==> config.mk <==
export PLATFORM = sky130hd
export DESIGN_NAME = pat_his_tab_flat
export DESIGN_NICKNAME = d
export VERILOG_FILES = /design/src/rtl/pat_his_tab_if.sv /design/src/rtl/pat_his_tab.sv /design/src/flat_wrapper.sv
export SDC_FILE = /design/constraint.sdc
export NUM_CORES = 2
export LEC_CHECK = 0
export CORE_UTILIZATION = 34
export DETAILED_ROUTE_END_ITERATION = 6
export GPL_ROUTABILITY_DRIVEN = 0
export PLACE_DENSITY = 0.49
export SYNTH_ARGS = -nofsm -noshare
export SYNTH_HDL_FRONTEND = slang
export SYNTH_SLANG_ARGS = --single-unit
==> constraint.sdc <==
create_clock -name clk -period 19.95 [get_ports clk]
set_input_delay 3.99 -clock clk [delete_from_list [all_inputs] [get_ports clk]]
set_output_delay 3.99 -clock clk [all_outputs]
set_load 0.02 [all_outputs]
==> src/rtl/pat_his_tab_if.sv <==
// Lookup/update/status bundle between the branch front end and the PHT.
// Latency: none, this is a wiring bundle only.
// Backpressure: none; requests are always accepted and results are valid-only.
interface pat_his_tab_if #(
    parameter int HIS_W = 10,
    parameter int CNT_W = 2,
    parameter int MIS_W = 16
);
    logic             ready;
    logic             pre_en;
    logic [HIS_W-1:0] pre_his;
    logic             pre_vld;
    logic [CNT_W-1:0] pre_cnt;
    logic             pre_taken;
    logic             up_en;
    logic [HIS_W-1:0] up_his;
    logic             up_taken;
    logic             up_pred;
    logic [MIS_W-1:0] mis_cnt;

    modport master (
        output pre_en, pre_his, up_en, up_his, up_taken, up_pred,
        input  ready, pre_vld, pre_cnt, pre_taken, mis_cnt
    );

    modport slave (
        input  pre_en, pre_his, up_en, up_his, up_taken, up_pred,
        output ready, pre_vld, pre_cnt, pre_taken, mis_cnt
    );
endinterface

==> src/rtl/pat_his_tab.sv <==
// Pattern history table: 2-bit saturating counters indexed by local history.
// Latency: lookup result one cycle after pre_en; update commits one cycle after capture.
// Backpressure: none; lookups and updates are accepted every cycle (updates ignored until ready).
module pat_his_tab #(
    parameter int                HIS_W    = 10,
    parameter int                DEPTH    = 1024,
    parameter int                CNT_W    = 2,
    parameter logic [CNT_W-1:0]  INIT_CNT = CNT_W'(1),
    parameter int                MIS_W    = 16
) (
    input  logic         clk,
    input  logic         reset,
    pat_his_tab_if.slave bus
);

    typedef enum logic {ST_INIT = 1'b0, ST_RUN = 1'b1} state_t;

    localparam logic [HIS_W-1:0] LAST_IDX = HIS_W'(DEPTH - 1);
    localparam logic [CNT_W-1:0] CNT_MAX  = '1;
    localparam logic [MIS_W-1:0] MIS_MAX  = '1;

    // Counter array has no reset; the INIT walk rewrites every entry.
    logic [CNT_W-1:0] r_tab [DEPTH];

    state_t           r_state;
    state_t           w_state_nxt;
    logic [HIS_W-1:0] r_init_idx;
    logic             w_init_we;
    logic             w_run;

    logic             r_pend_vld;
    logic [HIS_W-1:0] r_pend_idx;
    logic [CNT_W-1:0] r_pend_cnt;

    logic             r_pre_vld;
    logic [CNT_W-1:0] r_pre_cnt;
    logic [MIS_W-1:0] r_mis_cnt;

    logic [CNT_W-1:0] w_lkp_cnt;
    logic [CNT_W-1:0] w_up_src;
    logic [CNT_W-1:0] w_up_new;
    logic             w_up_acc;

    // FSM state register.
    always_ff @(posedge clk or negedge reset) begin
        if (!reset) r_state <= ST_INIT;
        else        r_state <= w_state_nxt;
    end

    // FSM next state: leave INIT on the edge that writes the last entry.
    always_comb begin
        w_state_nxt = r_state;
        if (r_state == ST_INIT && r_init_idx == LAST_IDX) w_state_nxt = ST_RUN;
    end

    // FSM outputs.
    always_comb begin
        w_init_we = (r_state == ST_INIT);
        w_run     = (r_state == ST_RUN);
    end

    // Initialisation index walks the whole table once after reset.
    always_ff @(posedge clk or negedge reset) begin
        if (!reset)         r_init_idx <= '0;
        else if (w_init_we) r_init_idx <= r_init_idx + HIS_W'(1);
    end

    // Lookup value: INIT answers the init value, otherwise forward the pending write.
    always_comb begin
        w_lkp_cnt = r_tab[bus.pre_his];
        if (!w_run)
            w_lkp_cnt = INIT_CNT;
        else if (r_pend_vld && r_pend_idx == bus.pre_his)
            w_lkp_cnt = r_pend_cnt;
    end

    // Update source (with forwarding) and saturating next count.
    always_comb begin
        w_up_acc = bus.up_en && w_run;
        w_up_src = r_tab[bus.up_his];
        if (r_pend_vld && r_pend_idx == bus.up_his) w_up_src = r_pend_cnt;
        if (bus.up_taken) w_up_new = (w_up_src == CNT_MAX) ? w_up_src : w_up_src + CNT_W'(1);
        else              w_up_new = (w_up_src == '0)      ? w_up_src : w_up_src - CNT_W'(1);
    end

    // One-entry pending write register; an in-flight update is dropped on reset.
    always_ff @(posedge clk or negedge reset) begin
        if (!reset) begin
            r_pend_vld <= 1'b0;
            r_pend_idx <= '0;
            r_pend_cnt <= '0;
        end else begin
            r_pend_vld <= w_up_acc;
            if (w_up_acc) begin
                r_pend_idx <= bus.up_his;
                r_pend_cnt <= w_up_new;
            end
        end
    end

    // Single table write port: init walk, else commit of the pending write.
    always_ff @(posedge clk) begin
        if (w_init_we)       r_tab[r_init_idx] <= INIT_CNT;
        else if (r_pend_vld) r_tab[r_pend_idx] <= r_pend_cnt;
    end

    // Lookup result register; count holds while no request is presented.
    always_ff @(posedge clk or negedge reset) begin
        if (!reset) begin
            r_pre_vld <= 1'b0;
            r_pre_cnt <= '0;
        end else begin
            r_pre_vld <= bus.pre_en;
            if (bus.pre_en) r_pre_cnt <= w_lkp_cnt;
        end
    end

    // Saturating mispredict counter, only counts accepted updates.
    always_ff @(posedge clk or negedge reset) begin
        if (!reset)
            r_mis_cnt <= '0;
        else if (w_up_acc && (bus.up_pred != bus.up_taken) && r_mis_cnt != MIS_MAX)
            r_mis_cnt <= r_mis_cnt + MIS_W'(1);
    end

    assign bus.ready     = w_run;
    assign bus.pre_vld   = r_pre_vld;
    assign bus.pre_cnt   = r_pre_cnt;
    assign bus.pre_taken = r_pre_cnt[CNT_W-1];
    assign bus.mis_cnt   = r_mis_cnt;

endmodule
==> src/flat_wrapper.sv <==
// flat-port wrapper written by rule: the top's interface ports become plain ports
module pat_his_tab_flat 
#(
    parameter int                HIS_W    = 10,
    parameter int                DEPTH    = 1024,
    parameter int                CNT_W    = 2,
    parameter logic [CNT_W-1:0]  INIT_CNT = CNT_W'(1),
    parameter int                MIS_W    = 16
)
  (clk, reset, bus_pre_en, bus_pre_his, bus_up_en, bus_up_his, bus_up_taken, bus_up_pred, bus_ready, bus_pre_vld, bus_pre_cnt, bus_pre_taken, bus_mis_cnt);
  pat_his_tab_if #(.HIS_W(HIS_W), .CNT_W(CNT_W), .MIS_W(MIS_W)) bus_i ();
  input  logic clk;
  input  logic reset;
  input wire logic [$bits(bus_i.pre_en)-1:0] bus_pre_en;
  input wire logic [$bits(bus_i.pre_his)-1:0] bus_pre_his;
  input wire logic [$bits(bus_i.up_en)-1:0] bus_up_en;
  input wire logic [$bits(bus_i.up_his)-1:0] bus_up_his;
  input wire logic [$bits(bus_i.up_taken)-1:0] bus_up_taken;
  input wire logic [$bits(bus_i.up_pred)-1:0] bus_up_pred;
  output wire logic [$bits(bus_i.ready)-1:0] bus_ready;
  output wire logic [$bits(bus_i.pre_vld)-1:0] bus_pre_vld;
  output wire logic [$bits(bus_i.pre_cnt)-1:0] bus_pre_cnt;
  output wire logic [$bits(bus_i.pre_taken)-1:0] bus_pre_taken;
  output wire logic [$bits(bus_i.mis_cnt)-1:0] bus_mis_cnt;
  assign bus_i.pre_en = bus_pre_en;
  assign bus_i.pre_his = bus_pre_his;
  assign bus_i.up_en = bus_up_en;
  assign bus_i.up_his = bus_up_his;
  assign bus_i.up_taken = bus_up_taken;
  assign bus_i.up_pred = bus_up_pred;
  assign bus_ready = bus_i.ready;
  assign bus_pre_vld = bus_i.pre_vld;
  assign bus_pre_cnt = bus_i.pre_cnt;
  assign bus_pre_taken = bus_i.pre_taken;
  assign bus_mis_cnt = bus_i.mis_cnt;
  pat_his_tab #(.HIS_W(HIS_W), .DEPTH(DEPTH), .CNT_W(CNT_W), .INIT_CNT(INIT_CNT), .MIS_W(MIS_W)) u_core (.clk(clk), .reset(reset), .bus(bus_i));
endmodule
Word-level counts from Yosys, hierarchy flattened
Memory sizes are Yosys's and may differ from the RTL's.
Index checks and enable logic that the tools add are counted.
{ "totals": {"register_bits": 43, "output_inout_bits": 21, "ramBits": 2048, "memories": 1, "wordCells": 41, "in_bits": 26} }
{ "memory_table": {"columns": ["memory", "depth", "width", "read_ports", "rd_ports_with_merged_regs", "wr", "line_no", "rtl"], "rows": [
  ["u_core.r_tab", 1024, 2, 2, 0, 1, "pat_his_tab.sv:23", "logic [CNT_W-1:0] r_tab [DEPTH];"]
]} }
{ "classes": {"n_reduce_logical": 8, "n_addsub": 4, "bitwise_logic": 1, "n_mux": 13, "eq_ne": 6} }
{ "ops": {"columns": ["cell", "n"], "rows": [
  ["== test 10 bit", 2],
  ["adder 16 x 1 -> 16 bit (second input constant)", 1],
  ["inequality test 16 bit (second input constant)", 1],
  ["2-to-1 mux 2 bit", 7],
  ["adder 10 x 1 -> 10 bit (second input constant)", 1],
  ["== test 10 bit (second input constant)", 1],
  ["2-to-1 mux 10 bit", 1],
  ["logical AND 1 bit", 6],
  ["2-to-1 mux 1 bit", 5],
  ["adder 2 x 1 -> 2 bit (second input constant)", 1],
  ["== test 2 bit (second input constant)", 1],
  ["logical NOT 2 bit", 1],
  ["OR reduction 2 bit", 1],
  ["subtractor 2 x 1 -> 2 bit (second input constant)", 1],
  ["inequality test 1 bit", 1],
  ["NOT 1 bit", 1]
]} }

Longest topological paths before layout
{ "depth": {"word_depth": 6, "mapped_depth": 16, "depth_no_buf": 10} }

Worst setup path before layout
OpenSTA, ideal clock, no wires.
{ "synth_timing": {"path_type": "reg2reg", "startpoint": "reg u_core.r_pend_cnt[0]", "endpoint": "mem u_core.r_tab[0][0] (data pin)", "path_stages_with_launch": 2, "t_arrival_ps": 14026, "period_less_slack_ps": 17036, "path_buffers": 0, "setup_slack_ps": 2914, "t_required_ps": 16940, "setup_time_ps": 3010, "path_cell_list": "dfrtp_1 nand2b_1"} }
{ "synth_via": {"elab_chain_cells": 1} }
{ "synth_lines": {"columns": ["item", "line_no", "rtl"], "rows": [
  ["start: declaration", "pat_his_tab.sv:33", "logic [CNT_W-1:0] r_pend_cnt;"],
  ["start signal: assignment", "pat_his_tab.sv:96", "r_pend_cnt <= w_up_new;"],
  ["2-to-1 mux 2 bit (no line)", null, null],
  ["end: declaration", "pat_his_tab.sv:23", null]
]} }
No other way between the ends.

Worst setup path after layout
{ "layout_timing": {"startpoint": "in bus_pre_his[0]", "endpoint": "reg u_core.r_pre_cnt[1], in the netlist u_core.bus.pre_cnt[1]"} }
{ "layout_via": {"elab_chain_cells": 4, "word_cells_on_any_way": 5, "classes_between": "eq/ne: 1; mux: 2; reduce/logical: 1; memory: 1"} }
{ "layout_lines": {"columns": ["item", "line_no", "rtl"], "rows": [
  ["start: declaration", "flat_wrapper.sv:15", "input wire logic [$bits(bus_i.pre_his)-1:0] bus_pre_his;"],
  ["branches (longest 2 deep; another with memory read (1024 x 2 bit))", null, null],
  ["2-to-1 mux 2 bit *", "pat_his_tab.sv:73", "else if (r_pend_vld && r_pend_idx == bus.pre_his)"],
  ["2-to-1 mux 2 bit *", "pat_his_tab.sv:71", "if (!w_run)"],
  ["end signal: assignment", "pat_his_tab.sv:114", "if (bus.pre_en) r_pre_cnt <= w_lkp_cnt;"],
  ["end: declaration", "pat_his_tab.sv:36", "logic [CNT_W-1:0] r_pre_cnt;"]
]} }
Mark *: on every way between the ends.
A chain may end at the register's enable or synchronous reset.

==> metrics.cfg <==
[critical_path]
crit_path_start_kind = input port
worstPathCellList = buf_8, buf_4, buf_4, buf_4, buf_4, mux4_2, a22o_1, a221oi_1, o22ai_1, o21ai_0, nand4_1, nand3_1, nand4_1, mux2i_1, o22ai_1
startpoint = bus_pre_his[0]
crit_required_ns = 20.75
crit_path_category = input port to register
cp_data_arrival_time_ns = 10.16
cell_with_the_largest_stage_delay_on_the_worst_path = buf_4
critPathMaxFanout = 50
rr_startpoint = u_core.bus.ready
r2r_setup_slack_ns = 15.13
end_kind = register
critical-path-max-stage-delay_ns = 0.76
cpMostUsedCell = buf_4

[timing]
timing_worst_slew_pin_value_ns = 1.59
rsz0062_at_grt = false
report.final.hold_viol_count = 0
layout_worst_path_cycle_share_pct = 46.9
skew_ns = 0.0713
number_of_setup_violations_in_the_final_report = 0
timing.final.crit_period_ns = 9.36
max_freq_mhz = 107
slew_viol_final = 6
max_transition_margin_pct = -6.60
finalSetupTns_ns = 0

[clocking]
root_buffer_selected_by_cts = clkbuf_16
clk-insertion-delay-late_ns = 0.96
tritoncts.num_buffers = 238
ctsResizeCount = 0
post_cts.repair.setup_buffers = 0
postCtsHoldBufs = 0
clock_path_buffers = 4
cts.clk_slew.worst_paths_ns = 0.06
cts_tree = done
clock_sinks = 2091
h-tree-depth = 4

[cells_and_area]
fillers = 27218
finish.net_count = 5934
area_growth_pct = 11.9
most_frequent_cells_in_the_layout = 2,048 x edfxtp_1, 1,084 x nor2_1, 1,038 x mux4_2
ff_latch_area_um2 = 62600
layout-drive-gt1-share_pct = 28.3
layout.cell_area.non_filler_um2 = 114000
multi_input_area_um2 = 36500
most_frequent_standard_cell_in_the_layout_excluding_fill_and_tap_cells = edfxtp_1

[yosys]
post-synth-top-area-cell = edfxtp_1
mappedNetlistArea_um2 = 102000
synth_enable_flop_cells = 2048
syn_area_per_cell_um2 = 17.0
yosysUniqueCellTypes = 74
synth_nets = 6006
synth-async-reset-ratio_pct = 2.06
yosys_warnings = 0
synth.yosys.seq_area_share_pct = 61.6
netlist.area_leader.share_pct = 60.5
dominantRegCellSynth = edfxtp_1
synth.ff_latch_count = 2091
synth.area.top_cells = edfxtp_1 61%, mux4_2 23%, nor2_1 4.0%, mux2i_1 1.2%, clkbuf_1 1.2%
syn_inst = 5978

[die]
num_rows = 200
dieHeight_um = 549
fp.dieArea_um2 = 301000
fp.dieW_um = 549
initial_core_utilization_pct = 34.2
floorplan.io_pins = 47
coreArea_um2 = 297000

[global_route]
global_route_wire_length_before_repair_um = 530000
antenna_found_initial = 38
grt_remaining_overflow = 0
gr-usage-met3_pct = 5.76
busiest_layer_in_global_routing = met2
via_count_of_the_first_global_routing_pass = 63629
gr-usage-all-layers_pct = 25.4
met1_usage_pct = 34.1
global_route.usage.met2_pct = 39.8
grt_max_degree = 213

[power_and_ir_drop]
peakVddDrop_v = 0.0000707
power_leakage_nw = 33.8
power_density_nw_per_um2 = 84.1
finalPower_mw = 9.56

[place]
placed_area_um2 = 106000
buffer_ports.inserted = 46
dpl.hpwl_um = 229000

[min_path]
worstHoldStart = u_core.bus.mis_cnt[10]
min_path_type = register to register

[drt]
initialDrtViolationCount = 8905
post_drt_via_cell_ratio = 6.30
vias = 63373
postRouteWirelength_um = 386000
post-route-drc-count = 0
routedWlPerCell_um = 38.4
drtPass1Iterations = 6
route.antenna.remaining_nets = 0

[status]
run_status = finished, violations left
violations_in_the_final_reports = max-capacitance violations, max-slew violations

[job]
max_cap_violations = 1

[final timing paths]
| check | to | depth (start not counted) |
|---|---|---|
| min reg2reg | u_core.bus.mis_cnt[10] | 1 |
| min | u_core.bus.mis_cnt[10] | 1 |
| max reg2reg | u_core.r_tab[54][0] | 5 |
| max in group asynchronous | u_core.r_pend_idx[1] | 2 |
| min in group asynchronous | u_core.bus.pre_cnt[0] | 2 |
| max | u_core.bus.pre_cnt[1] | 15 |
[cell type report]
class	instances	share of cell area (%)
Antenna cell	20	0.0440
Inverter	11	0.0385
Sequential cell	2091	55.0
Multi-Input combinational cell	3304	32.1
Clock inverter	139	1.13
Timing Repair Buffer	260	1.89
Clock buffer	293	5.44
Tap cell	3939	4.33
[layer usage]
| layer | vias up | routed length, um |
|---|---|---|
| met1 | 34295 | 151000 |
| met4 | 8 | 17300 |
| met2 | 3879 | 179000 |
| met3 | 742 | 38400 |
| met5 | - | 55 |
| li1 | 24449 | - |
[registers in the layout, indices dropped and copies added, names as in the netlist]
signal,flops
u_core.r_tab,2048
u_core.bus.mis_cnt,16
u_core.r_init_idx,10
u_core.r_pend_idx,10
u_core.bus.pre_cnt,2
u_core.r_pend_cnt,2
u_core.bus.pre_vld,1
u_core.bus.ready,1
u_core.r_pend_vld,1
[per-stage QoR]
step           instances  utilization, %  hold slack [ns]  setup slack (ns)
6_report           10057            38.3            0.493             10.59
3_3_place_gp        9604            35.7            0.483              9.46
5_1_grt            10042            38.3            0.518             10.24
4_1_cts            10036            38.3            0.500             10.56
3_5_place_dp        9604            35.7            0.491              9.58
2_1_floorplan       5978               -            0.467              2.91
[critical path: cells and delay by family]
family | cells | cell delay (ns)
buffers and inverters | 5 | 3.03
AND/OR/NAND/NOR | 3 | 0.81
multiplexers | 2 | 0.76
AO/OA/AOI/OAI | 5 | 1.35
[synthesized netlist by cell type (all sizes together), types with 4 or more instances]
cell / instances
a22oi: 121
a22o: 85
a211oi: 27
nor2: 1087
nand3: 47
nor3b: 5
buf: 248
xnor2: 38
and2: 11
inv: 11
nor4: 8
nor3: 16
a311oi: 4
a2111oi: 20
a31oi: 12
nand4: 19
mux2: 43
xor2: 7
o211ai: 5
o22ai: 46
or2: 10
dfrtp: 43
a221oi: 91
o31ai: 13
o21ai: 45
o221a: 6
edfxtp: 2048
o221ai: 12
a21oi: 67
a21boi: 5
nor2b: 37
or3: 13
nand2: 157
mux4: 1044
clkbuf: 324
nand3b: 7
nand2b: 25
and3: 7
mux2i: 126
[kinds of logic (layout without fill, tap and decap cells)]
group	count (synthesis)	after routing	share of synthesized area (%)
buf+inv	583	703	2.94
simple gates	1459	1459	5.89
xor+xnor	45	45	0.388
fa+ha+maj	3	3	0.0345
mux	1213	1213	24.9
compound gates	584	584	4.32
flops	2091	2091	61.6
other cells	0	20	0
[report_power, final]
part | internal [mW] | leakage, nW | switching, mW | total [mW]
clock network | 2.46 | 3.63 | 1.85 | 4.32
registers | 4.75 | 19.5 | 0.0000194 | 4.75
logic | 0.149 | 10.7 | 0.346 | 0.495
(Power assumes the default switching activity.)
